## src/rtl/down_counter_reload_pkg.sv

```systemverilog
// Shared definitions for the down-counter with borrow and auto-reload.
// The state encoding and default width are also used by the up-counter bench utilities.
package down_counter_reload_pkg;

    localparam int WIDTH_DEFAULT = 4;

    typedef enum logic [1:0] {
        IDLE = 2'd0,
        RUN  = 2'd1,
        DONE = 2'd2
    } state_t;

endpackage

```

## src/rtl/down_counter_reload_if.sv

```systemverilog
// Bus bundle for the down-counter: load/count controls in, count value and status out.
interface down_counter_reload_if
    import down_counter_reload_pkg::*;
#(
    parameter int WIDTH = WIDTH_DEFAULT
);

    logic [WIDTH-1:0] Data_in;
    logic             Load;
    logic             Count;
    logic             Auto_reload;
    logic [WIDTH-1:0] A_count;
    logic             B_out;
    logic             Busy;
    logic             Done;

    modport master (
        output Data_in, Load, Count, Auto_reload,
        input  A_count, B_out, Busy, Done
    );

    modport slave (
        input  Data_in, Load, Count, Auto_reload,
        output A_count, B_out, Busy, Done
    );

endinterface

```

## src/rtl/down_counter_reload.sv

```systemverilog
// Loadable down-counter with a one-cycle borrow pulse at terminal count and optional auto-reload.
//
// state | meaning
// ------+--------------------------------------------------------------
// IDLE  | nothing loaded (or zero loaded); Count ignored, count holds
// RUN   | counting enabled cycles down toward the terminal count of 1
// DONE  | one-shot expired; count holds 0, Count ignored until Load
module down_counter_reload
    import down_counter_reload_pkg::*;
#(
    parameter int WIDTH = WIDTH_DEFAULT
) (
    input  logic                 CLK,
    input  logic                 Clear,
    down_counter_reload_if.slave bus
);

    state_t           state_q;
    state_t           state_d;
    logic [WIDTH-1:0] count_q;
    logic [WIDTH-1:0] reload_q;
    logic             borrow_q;
    logic             terminal;

    // The terminal count is the decrement from 1; reaching 0 any other way is impossible in RUN.
    assign terminal = (state_q == RUN) && bus.Count && (count_q == WIDTH'(1));

    // State register; Clear dominates every other event.
    always_ff @(posedge CLK) begin
        if (Clear) begin
            state_q <= IDLE;
        end else begin
            state_q <= state_d;
        end
    end

    // Next-state logic; Load from any state wins over a coincident terminal count.
    always_comb begin
        state_d = state_q;
        if (bus.Load) begin
            state_d = (bus.Data_in != '0) ? RUN : IDLE;
        end else begin
            case (state_q)
                RUN:     if (terminal && !bus.Auto_reload) state_d = DONE;
                IDLE:    state_d = IDLE;
                DONE:    state_d = DONE;
                default: state_d = IDLE;
            endcase
        end
    end

    // Count/reload registers and the borrow pulse, which defaults low every edge.
    always_ff @(posedge CLK) begin
        if (Clear) begin
            count_q  <= '0;
            reload_q <= '0;
            borrow_q <= 1'b0;
        end else begin
            borrow_q <= 1'b0;
            if (bus.Load) begin
                count_q  <= bus.Data_in;
                reload_q <= bus.Data_in;
            end else if (terminal) begin
                borrow_q <= 1'b1;
                count_q  <= bus.Auto_reload ? reload_q : '0;
            end else if ((state_q == RUN) && bus.Count && (count_q > WIDTH'(1))) begin
                count_q <= count_q - WIDTH'(1);
            end
        end
    end

    // Status outputs decode registered state only, so no input reaches them combinationally.
    always_comb begin
        bus.A_count = count_q;
        bus.B_out   = borrow_q;
        bus.Busy    = (state_q == RUN);
        bus.Done    = (state_q == DONE);
    end

endmodule

```

## src/flat_wrapper.sv

```systemverilog
// flat-port wrapper written by rule: the top's interface ports become plain ports
module down_counter_reload_flat import down_counter_reload_pkg::*;
#(
    parameter int WIDTH = WIDTH_DEFAULT
)
  (CLK, Clear, bus_Data_in, bus_Load, bus_Count, bus_Auto_reload, bus_A_count, bus_B_out, bus_Busy, bus_Done);
  down_counter_reload_if #(.WIDTH(WIDTH)) bus_i ();
  input  logic CLK;
  input  logic Clear;
  input wire logic [$bits(bus_i.Data_in)-1:0] bus_Data_in;
  input wire logic [$bits(bus_i.Load)-1:0] bus_Load;
  input wire logic [$bits(bus_i.Count)-1:0] bus_Count;
  input wire logic [$bits(bus_i.Auto_reload)-1:0] bus_Auto_reload;
  output wire logic [$bits(bus_i.A_count)-1:0] bus_A_count;
  output wire logic [$bits(bus_i.B_out)-1:0] bus_B_out;
  output wire logic [$bits(bus_i.Busy)-1:0] bus_Busy;
  output wire logic [$bits(bus_i.Done)-1:0] bus_Done;
  assign bus_i.Data_in = bus_Data_in;
  assign bus_i.Load = bus_Load;
  assign bus_i.Count = bus_Count;
  assign bus_i.Auto_reload = bus_Auto_reload;
  assign bus_A_count = bus_i.A_count;
  assign bus_B_out = bus_i.B_out;
  assign bus_Busy = bus_i.Busy;
  assign bus_Done = bus_i.Done;
  down_counter_reload #(.WIDTH(WIDTH)) u_core (.CLK(CLK), .Clear(Clear), .bus(bus_i));
endmodule
```

## config.mk

```make
export PLATFORM = sky130hd
export DESIGN_NAME = down_counter_reload_flat
export DESIGN_NICKNAME = d
export VERILOG_FILES = /design/src/rtl/down_counter_reload_pkg.sv /design/src/rtl/down_counter_reload_if.sv /design/src/rtl/down_counter_reload.sv /design/src/flat_wrapper.sv
export SDC_FILE = /design/constraint.sdc
export NUM_CORES = 1
export LEC_CHECK = 0
export BUFFER_PORTS_ARGS = -buffer_cell sky130_fd_sc_hd__buf_4
export CAP_MARGIN = 20
export CORE_AREA = 2 2 49 51
export CTS_BUF_LIST = sky130_fd_sc_hd__clkbuf_8 sky130_fd_sc_hd__clkbuf_16
export DETAILED_ROUTE_END_ITERATION = 8
export DIE_AREA = 0 0 51 53
export GPL_TIMING_DRIVEN = 0
export PLACE_DENSITY = 0.59
export SYNTH_ARGS = -nofsm -noshare
export SYNTH_HDL_FRONTEND = slang
export SYNTH_SLANG_ARGS = --single-unit
```

## constraint.sdc

```tcl
create_clock -name CLK -period 2.5 [get_ports CLK]
set_clock_uncertainty 0.05 [all_clocks]
set_input_delay 0.375 -clock CLK [delete_from_list [all_inputs] [get_ports CLK]]
set_output_delay 0.375 -clock CLK [all_outputs]
set_load 0.01 [all_outputs]
```

==> results of run 1 <==
[per-layer routing]
metal / wire length (um) / global-route usage (%) / part of all wire (%) / vias to the layer above
met3: 71 / 2.82 / 4.8 / 4
met2: 686 / 20.3 / 46 / 17
li1: - / - / - / 301
met4: 29 / 6.76 / 2.0 / 0
met1: 700 / 16.7 / 47 / 280
met5: 0 / 0 / 0 / -
[worst min-delay path, cell delays in order]
cell and delay, ps:
buf_4 90, mux2i_1 60, nor2_1 80
[state kept, by name (all words and copies together), names as in the netlist]
name / flops
u_core.state_q: 2
u_core.bus.B_out: 1
u_core.bus.A_count: 4
u_core.reload_q: 4
[layout make-up]
class | instances | area, um^2
Sequential cell | 11 | 220
Tap cell | 28 | 35.0
Buffer | 2 | 7.51
Multi-Input combinational cell | 52 | 370
Clock buffer | 3 | 41.3
Fill cell | 230 | 1330
Clock inverter | 1 | 3.75
Inverter | 8 | 30.0
Timing Repair Buffer | 15 | 113
[Yosys cell counts, types with 2 or more instances]
library cell,n
inv_1,8
mux2i_1,2
clkbuf_1,2
nor4_1,2
ha_1,4
nor3_1,3
dfxtp_1,11
a21oi_1,5
nand2_1,9
nor2_1,6
[worst max-delay path by stage]
stage	startpoint	end	slack [ps]	cells past startpoint
final	u_core.bus.A_count[0]	u_core.bus.A_count[2]	720	5
after global routing	u_core.bus.A_count[0]	u_core.state_q[1]	520	5
after CTS	u_core.bus.A_count[0]	u_core.bus.A_count[2]	680	5
after detailed placement	u_core.bus.A_count[0]	u_core.bus.A_count[2]	690	5
after global placement	u_core.bus.A_count[0]	u_core.state_q[1]	720	5
after floorplan	u_core.bus.A_count[0]	u_core.state_q[1]	850	5
[power by group through the flow]
stage | clock network, W | logic [W] | registers [W]
after global routing | 0.000191 | 0.000107 | 0.000201
final | 0.000174 | 0.0000953 | 0.000199
after detailed placement | 0 | 0.0000957 | 0.000202
after global placement | 0 | 0.0000946 | 0.000202
after CTS | 0.000180 | 0.0000963 | 0.000199
after floorplan | 0 | 0.0000588 | 0.000202
[cell families after synthesis]
| family | Yosys count |
|---|---|
| xor gates and xnor gates | 1 |
| adders and majority gates | 4 |
| DFF | 11 |
| muxes | 3 |
| AOI/OAI and AO/OA | 17 |
| buffers and inverters | 10 |
| and+or+nand+nor | 27 |
[per-stage QoR]
stage | power [W] | utilization [%] | instance area [um^2] | cells
4_1_cts | 0.000475 | 38.2 | 821 | 120
3_5_place_dp | 0.000298 | 36.1 | 776 | 116
5_1_grt | 0.000499 | 38.2 | 821 | 120
3_3_place_gp | 0.000297 | 36.1 | 776 | 116
2_1_floorplan | 0.000261 | - | 628 | 73
6_report | 0.000468 | 38.2 | 821 | 120
==> flow_summary.json, run 1 <==
{
  "p_seq_share_pct": 42.5,
  "cp.arrival_ps": 1860,
  "fin_setup_tns_ps": 0,
  "vias": 602,
  "slew_violations": 0,
  "die_x_um": 51,
  "synth_fa_ha_area_share_pct": 7.97,
  "synth_xor_area_share_pct": 1.39,
  "post-route-period-util_pct": 71.4,
  "gp_congestion": 0.805,
  "syn_area_um2": 628,
  "path_max_fanout": 8,
  "rsz0062_at_grt": "no",
  "grt_antenna_before_repair": 0,
  "clkPwrFrac_pct": 37.1,
  "end_kind": "flop",
  "period_minus_slack_ps": 1780,
  "synthFlopType": "dfxtp_1",
  "finalSetupViolCount": 0,
  "cts-htree-levels": 1,
  "cts_post_setup_buffers_inserted": 0,
  "coreArea_um2": 2150,
  "p_per_area_nw_per_um2": 570,
  "port_buffers": 15,
  "r2r-start": "u_core.bus.A_count[0]",
  "synth_top_area_share_pct": 35.1,
  "p_int_w": 0.000341,
  "synthArstFlopShare_pct": 0,
  "switchingPower_w": 0.000127,
  "synthDistinctLibCells": 31,
  "cts_root_buf": "clkbuf_8",
  "worst_slew_pin_slew_ps": 513,
  "yosysWarnings": 0,
  "status": "finished, final reports clean",
  "min_path_type": "in -> reg",
  "worstPathCellList": "ha_1 -> nor3b_4 -> and4_1 -> o21ai_1 -> a221oi_1",
  "ant_nets": 0,
  "rows": 17,
  "dieArea_um2": 2700,
  "dp_slack_ps": 694,
  "drt_pre_antenna_iters": 4,
  "min-delay-start": "bus_Data_in[2]",
  "wl_per_cell_um": 12.4,
  "die_y_um": 53,
  "grt_overflow": 0,
  "hold_depth": 3,
  "layout-drive-gt1-share_pct": 26.1,
  "cpMaxStageDelayCell": "dfxtp_1",
  "insertion_delay_ps": 240,
  "viasPerCell": 5.02,
  "irDropWorstVdd_v": 0.000226,
  "final_common_cell": "buf_4",
  "crit_buf_inv": 0,
  "relSlewSlack_pct": 65.8,
  "synth_compound_area_share_pct": 21.1,
  "cts.hold.buffers_added": 0,
  "post_synth_main_area_contributors": "dfxtp_1, ha_1, nand2_1",
  "yosysSeqAreaShare_pct": 35.1,
  "area_growth_pct": 30.7,
  "cts_resized": 0,
  "rr_worst_depth": 5,
  "routed_wl_mm": 1.49,
  "timing.hold.ws_ps": 354,
  "clock_path_buffers": 2,
  "grt_pass1_vias": 559,
  "synth_cells": 73,
  "drc": 0,
  "hpwl_mm": 1.14,
  "fin_ws_ps": 716,
  "grt_usage_pct": 13.0,
  "r2r_slack_ps": 720,
  "grt_max_degree": 11,
  "finalHoldViolations": 0,
  "io_pins": 16,
  "critPathLaunchType": "flop",
  "switching_share_pct": 27.1,
  "grt_pass1_wl_mm": 2.58,
  "final_cell_mix": "buf_4, dfxtp_1, inv_1, nand2_1, nor2_1",
  "power.leakage_nw": 0.345,
  "synth_fp_nets": 86,
  "synth_edf_count": 0,
  "drtIter0Drc": 13,
  "crit_family": "simple AND/OR/NAND/NOR gates",
  "fmax_mhz": 561,
  "cap_viol_max_count": 0,
  "initial_core_util_pct": 29.2,
  "worstSetupPathType": "reg -> reg",
  "min_to": "u_core.reload_q[2]",
  "timing.rr.end": "u_core.bus.A_count[2]",
  "combPwrFrac_pct": 20.4,
  "nNetsFinal": 106,
  "required_ps": 2580,
  "ys_seq_elements": 11,
  "clkTransAtPathRegs_ps": 50,
  "max_stage_delay_ps": 420,
  "diodes": 0,
  "cts_inserted_buffers": 3,
  "cts_tree": "yes",
  "syn_avg_cell_area_um2": 8.60,
  "synth_mux_area_share_pct": 4.98,
  "yosysTopAreaCell": "dfxtp_1",
  "cts.sinks": 11,
  "synth_top_family_by_area": "simple AND/OR/NAND/NOR gates",
  "synthSimpleGateAreaFrac_pct": 23.5
}
Power figures use the tool's default switching activity.
==> run 2: changes to the inputs <==
Settings changed: ABC_AREA set to 1, CORE_AREA 2 2 49 51 to 2 2 51 53, DIE_AREA 0 0 51 53 to 0 0 53 55, PLACE_DENSITY 0.59 to 0.58.
Clock period 2.5 ns to 1.7 ns, I/O delays scaled along.
==> flow_summary.json, run 2 <==
{
  "n_fill_cell": 263,
  "cpMaxStageDelayCell": "dfxtp_1",
  "cts_post_setup_buffers_inserted": 0,
  "cts_inserted_buffers": 3,
  "wl_per_cell_um": 10.3,
  "path_max_fanout": 7,
  "cts.sinks": 11,
  "gp_congestion": 0.745,
  "drt_pre_antenna_iters": 4,
  "final_cell_mix": "nand2_1, buf_4, dfxtp_1, inv_1, nand3_1",
  "p_per_area_nw_per_um2": 823,
  "layout-drive-gt1-share_pct": 24.8,
  "synthFlopType": "dfxtp_1",
  "r2r_slack_ps": 240,
  "cp.depth": 9,
  "grt_max_degree": 11,
  "syn_area_um2": 677,
  "crit_start": "u_core.bus.A_count[1]",
  "synthArstFlopShare_pct": 0,
  "multi_input_area_um2": 392,
  "synth_edf_count": 0,
  "crit_buf_inv": 2,
  "cp.arrival_ps": 1590,
  "worstPathCellList": "inv_1 -> ha_1 -> nor2_2 -> nand2_2 -> nand2_4 -> nand3_1 -> nand2_1 -> clkinv_1 -> a21oi_2",
  "fin_setup_tns_ps": 0,
  "synth_xor_area_share_pct": 0,
  "rows": 18,
  "nNetsFinal": 127,
  "end_kind": "flop",
  "rsz0062_at_grt": "no",
  "dieArea_um2": 2920,
  "regArea_um2": 220,
  "synthDistinctLibCells": 22,
  "cts_root_buf": "clkbuf_8",
  "worst_slew_pin_slew_ps": 495,
  "synth_fa_ha_area_share_pct": 7.39,
  "slew_violations": 0,
  "cts-htree-levels": 1,
  "grt_antenna_before_repair": 0,
  "grt_overflow": 0,
  "cap_viol_max_count": 0,
  "relSlewSlack_pct": 67.0,
  "cts.hold.buffers_added": 0,
  "coreArea_um2": 2360,
  "fmax_mhz": 683,
  "synth_mux_area_share_pct": 0,
  "synthSimpleGateAreaFrac_pct": 38.6,
  "synth.top_cells.by_count": "nand2_1, dfxtp_1, inv_1, nand3_1, a21oi_1",
  "diodes": 0,
  "area_growth_pct": 27.7,
  "cts_resized": 0,
  "yosysSeqAreaShare_pct": 32.5,
  "r2r-start": "u_core.bus.A_count[1]",
  "cts_tree": "yes",
  "crit_path_end": "u_core.bus.A_count[0]",
  "initial_core_util_pct": 28.6,
  "crit_family": "simple AND/OR/NAND/NOR gates",
  "ant_nets": 0,
  "max_stage_delay_ps": 350,
  "clock_path_buffers": 2,
  "grt_usage_pct": 11.4,
  "viasPerCell": 4.47,
  "place_area_um2": 820,
  "post-route-period-util_pct": 86.1,
  "finalHoldViolations": 0,
  "synth_cells": 95,
  "hpwl_mm": 1.11,
  "synth_fp_nets": 108,
  "post_synth_main_area_contributors": "dfxtp_1, nand2_1, ha_1",
  "routed_wl_mm": 1.47,
  "port_buffers": 14,
  "vias": 639,
  "grt_pass1_wl_mm": 2.37,
  "yosysTopAreaCell": "dfxtp_1",
  "power.leakage_nw": 0.388,
  "irDropWorstVdd_v": 0.000374,
  "design_area_um2": 865,
  "timing.rr.end": "u_core.bus.A_count[0]",
  "yosysWarnings": 0,
  "clkTransAtPathRegs_ps": 50,
  "synth_compound_area_share_pct": 11.8,
  "die_y_um": 55,
  "synth.most_common_cell": "nand2_1",
  "rr_worst_depth": 9,
  "synth_top_area_share_pct": 32.5,
  "required_ps": 1820,
  "die_x_um": 53,
  "final_common_cell": "nand2_1",
  "ys_seq_elements": 11,
  "grt_pass1_vias": 544,
  "finalSetupViolCount": 0,
  "status": "finished, final reports clean",
  "worstSetupPathType": "reg -> reg",
  "io_pins": 16,
  "critPathLaunchType": "flop",
  "drc": 0,
  "period_minus_slack_ps": 1460,
  "insertion_delay_ps": 240,
  "drtIter0Drc": 16,
  "syn_avg_cell_area_um2": 7.13,
  "synth_top_family_by_area": "simple AND/OR/NAND/NOR gates",
  "min_path_type": "in -> reg"
}
-- run 2: changes by cell type in the layout (fill, tap and decap cells not counted), sizes merged, moves of 2 or more --
cell    change
nand4       +7
nand2      +17
nor4        -2
clkinv      +4
nand3      +10
a21oi       +5
nor3        -2
o21ai       -2
mux2i       -2
-- run 2: cell families (layout without fill, tap and decap cells) --
kind of cell | Yosys count | in the layout
simple gates | 52 | 52
flops | 11 | 11
buf+inv | 15 | 33
fa+ha+maj | 4 | 4
compound gates | 13 | 13
-- run 2: area by class of cell --
type,instances,area share [%]
multi-input cells,69,45.3
well taps,30,4.34
inverters,13,5.79
repair buffers,14,12.2
clock buffers,3,4.78
flip-flops and latches,11,25.5
plain buffers,2,1.74
clock inverters,1,0.434
-- run 2: per-layer routing --
layer	GRT usage, %	vias up	wire length [um]
li1	-	349	-
met1	14.7	270	687
met2	17.1	15	685
met3	2.42	5	56
met4	7.69	0	37
met5	0	-	0
-- run 2: worst reg2reg max path: stages (launching register included) --
cell and delay (ps):
dfxtp_1 350, inv_1 90, ha_1 300, nor2_2 130, nand2_2 70, nand2_4 90
nand3_1 80, nand2_1 70, clkinv_1 70, a21oi_2 110
-- run 2: through the flow --
stage / utilization [%] / hold slack [ps] / instances / setup slack (ps) / total power (W)
floorplan: - / 371 / 95 / 320 / 0.000403
global placement: 34.7 / 399 / 139 / 252 / 0.000452
detailed placement: 34.7 / 403 / 139 / 246 / 0.000455
CTS: 36.6 / 188 / 143 / 232 / 0.000720
global route: 36.6 / 197 / 143 / 84.3 / 0.000754
finish: 36.6 / 185 / 143 / 235 / 0.000712
-- run 2: worst min-delay path by stage --
stage	start	endpoint	cells after the start
6_report	bus_Load	u_core.bus.B_out	2
5_1_grt	bus_Load	u_core.bus.B_out	2
4_1_cts	bus_Load	u_core.bus.B_out	2
3_5_place_dp	u_core.reload_q[2]	u_core.reload_q[2]	2
3_3_place_gp	u_core.reload_q[2]	u_core.reload_q[2]	2
2_1_floorplan	Clear	u_core.bus.A_count[2]	2
-- run 2: where the power goes --
part           switching [W]  internal, W
logic              0.0000895    0.0000686
registers          0.0000159     0.000275
clock network       0.000104     0.000159
total               0.000210     0.000502
==> run 3: changes to the inputs <==
Settings changed: CORE_AREA 2 2 51 53 to 2 2 42 44, DIE_AREA 0 0 53 55 to 0 0 44 46, PLACE_DENSITY 0.58 to 0.77.
==> flow_summary.json, run 3 (synthesis results as in run 2) <==
{
  "status": "finished, final reports clean",
  "worstSetupPathType": "reg -> reg",
  "dieArea_um2": 2020,
  "grt-busiest-layer": "met2",
  "power.leakage_nw": 0.388,
  "ant_nets": 0,
  "final_common_cell": "nand2_1",
  "die_y_um": 46,
  "gp_congestion": 0.801,
  "timing.hold.ws_ps": 190,
  "final_cell_mix": "nand2_1, buf_4, dfxtp_1, inv_1, nand3_1",
  "clock_path_buffers": 2,
  "worstPathCellList": "inv_1 -> ha_1 -> nor2_2 -> nand2_2 -> nand2_4 -> nand3_1 -> nand2_1 -> clkinv_1 -> a21oi_2",
  "cts.hold.buffers_added": 0,
  "grt_antenna_before_repair": 0,
  "cpMaxStageDelayCell": "dfxtp_1",
  "relSlewSlack_pct": 67.2,
  "cts_tree": "yes",
  "clkTransAtPathRegs_ps": 50,
  "min_path_type": "in -> reg",
  "coreArea_um2": 1610,
  "p_per_area_nw_per_um2": 842,
  "nNetsFinal": 127,
  "fin_ws_ps": 242,
  "cts_inserted_buffers": 3,
  "required_ps": 1820,
  "path_max_fanout": 7,
  "layout-drive-gt1-share_pct": 24.8,
  "grt_pass1_wl_mm": 2.52,
  "dp_slack_ps": 255,
  "initial_core_util_pct": 41.9,
  "viasPerCell": 5.14,
  "grt_use_met1_pct": 18.1,
  "end_kind": "flop",
  "finalSetupViolCount": 0,
  "wl_per_cell_um": 11.4,
  "final_util_pct": 52.6,
  "grt_usage_pct": 17.6,
  "cts.sinks": 11,
  "cts_root_buf": "clkbuf_8",
  "irDropWorstVdd_v": 0.000375,
  "drtIter0Drc": 21,
  "use_met2_pct": 33.2,
  "die_x_um": 44,
  "worst_slew_pin_slew_ps": 492,
  "grt_max_degree": 11,
  "cap_viol_max_count": 0,
  "max_stage_delay_ps": 340,
  "io_pins": 16,
  "port_buffers": 14,
  "vias": 668,
  "cts-htree-levels": 1,
  "finalHoldViolations": 0,
  "post-route-period-util_pct": 85.8,
  "grt_overflow": 0,
  "crit_buf_inv": 2,
  "drc": 0,
  "fin_setup_tns_ps": 0,
  "slew_violations": 0,
  "hpwl_mm": 1.11,
  "instances_no_fill": 130,
  "fmax_mhz": 686,
  "grt_use_met3_pct": 2.38,
  "rsz0062_at_grt": "no",
  "cts_resized": 0,
  "rows": 15,
  "dp.cells": 126,
  "insertion_delay_ps": 240,
  "drt_pre_antenna_iters": 4,
  "grt_pass1_vias": 614,
  "cts_post_setup_buffers_inserted": 0,
  "diodes": 0,
  "r2r_slack_ps": 240,
  "area_growth_pct": 25.3,
  "critPathLaunchType": "flop",
  "crit_family": "simple AND/OR/NAND/NOR gates",
  "cp.arrival_ps": 1580,
  "routed_wl_mm": 1.48,
  "period_minus_slack_ps": 1460
}
==> run 3: cell counts in the layout (fill, tap and decap cells not counted) <==
No cell type changed its count.
==> run 3: report_power, final <==
group / leakage (nW) / switching (W) / internal [W]
Clock: 0.0269 / 0.000105 / 0.000159
Combinational: 0.270 / 0.0000917 / 0.0000686
Sequential: 0.0907 / 0.0000153 / 0.000275
Total: 0.388 / 0.000212 / 0.000502
==> run 3: routing by layer <==
metal / wire, um / vias to the layer above
li1: - / 346
met1: 603 / 299
met2: 784 / 19
met3: 56 / 4
met4: 33 / 0
met5: 0 / -
==> run 3: path summary, 6_finish.rpt <==
path,startpoint,cells after the start,end
max,u_core.bus.A_count[1],9,u_core.bus.A_count[1]
min,bus_Load,2,u_core.bus.B_out
max reg2reg,u_core.bus.A_count[1],9,u_core.bus.A_count[1]
min reg2reg,u_core.reload_q[3],2,u_core.reload_q[3]
==> run 3: cell type report <==
class                   count  area (um^2)
plain buffers               2         15.0
clock buffers               3         41.3
clock inverters             1         3.75
fillers                   173          766
inverters                  13         50.0
multi-input cells          69          392
flip-flops and latches     11          220
well taps                  17         21.3
repair buffers             14          105
==> run 3: through the flow <==
step / instance area (um^2) / total power [W]
5_1_grt: 848 / 0.000750
4_1_cts: 848 / 0.000720
2_1_floorplan: 677 / 0.000403
6_report: 848 / 0.000714
3_5_place_dp: 803 / 0.000454
3_3_place_gp: 803 / 0.000449
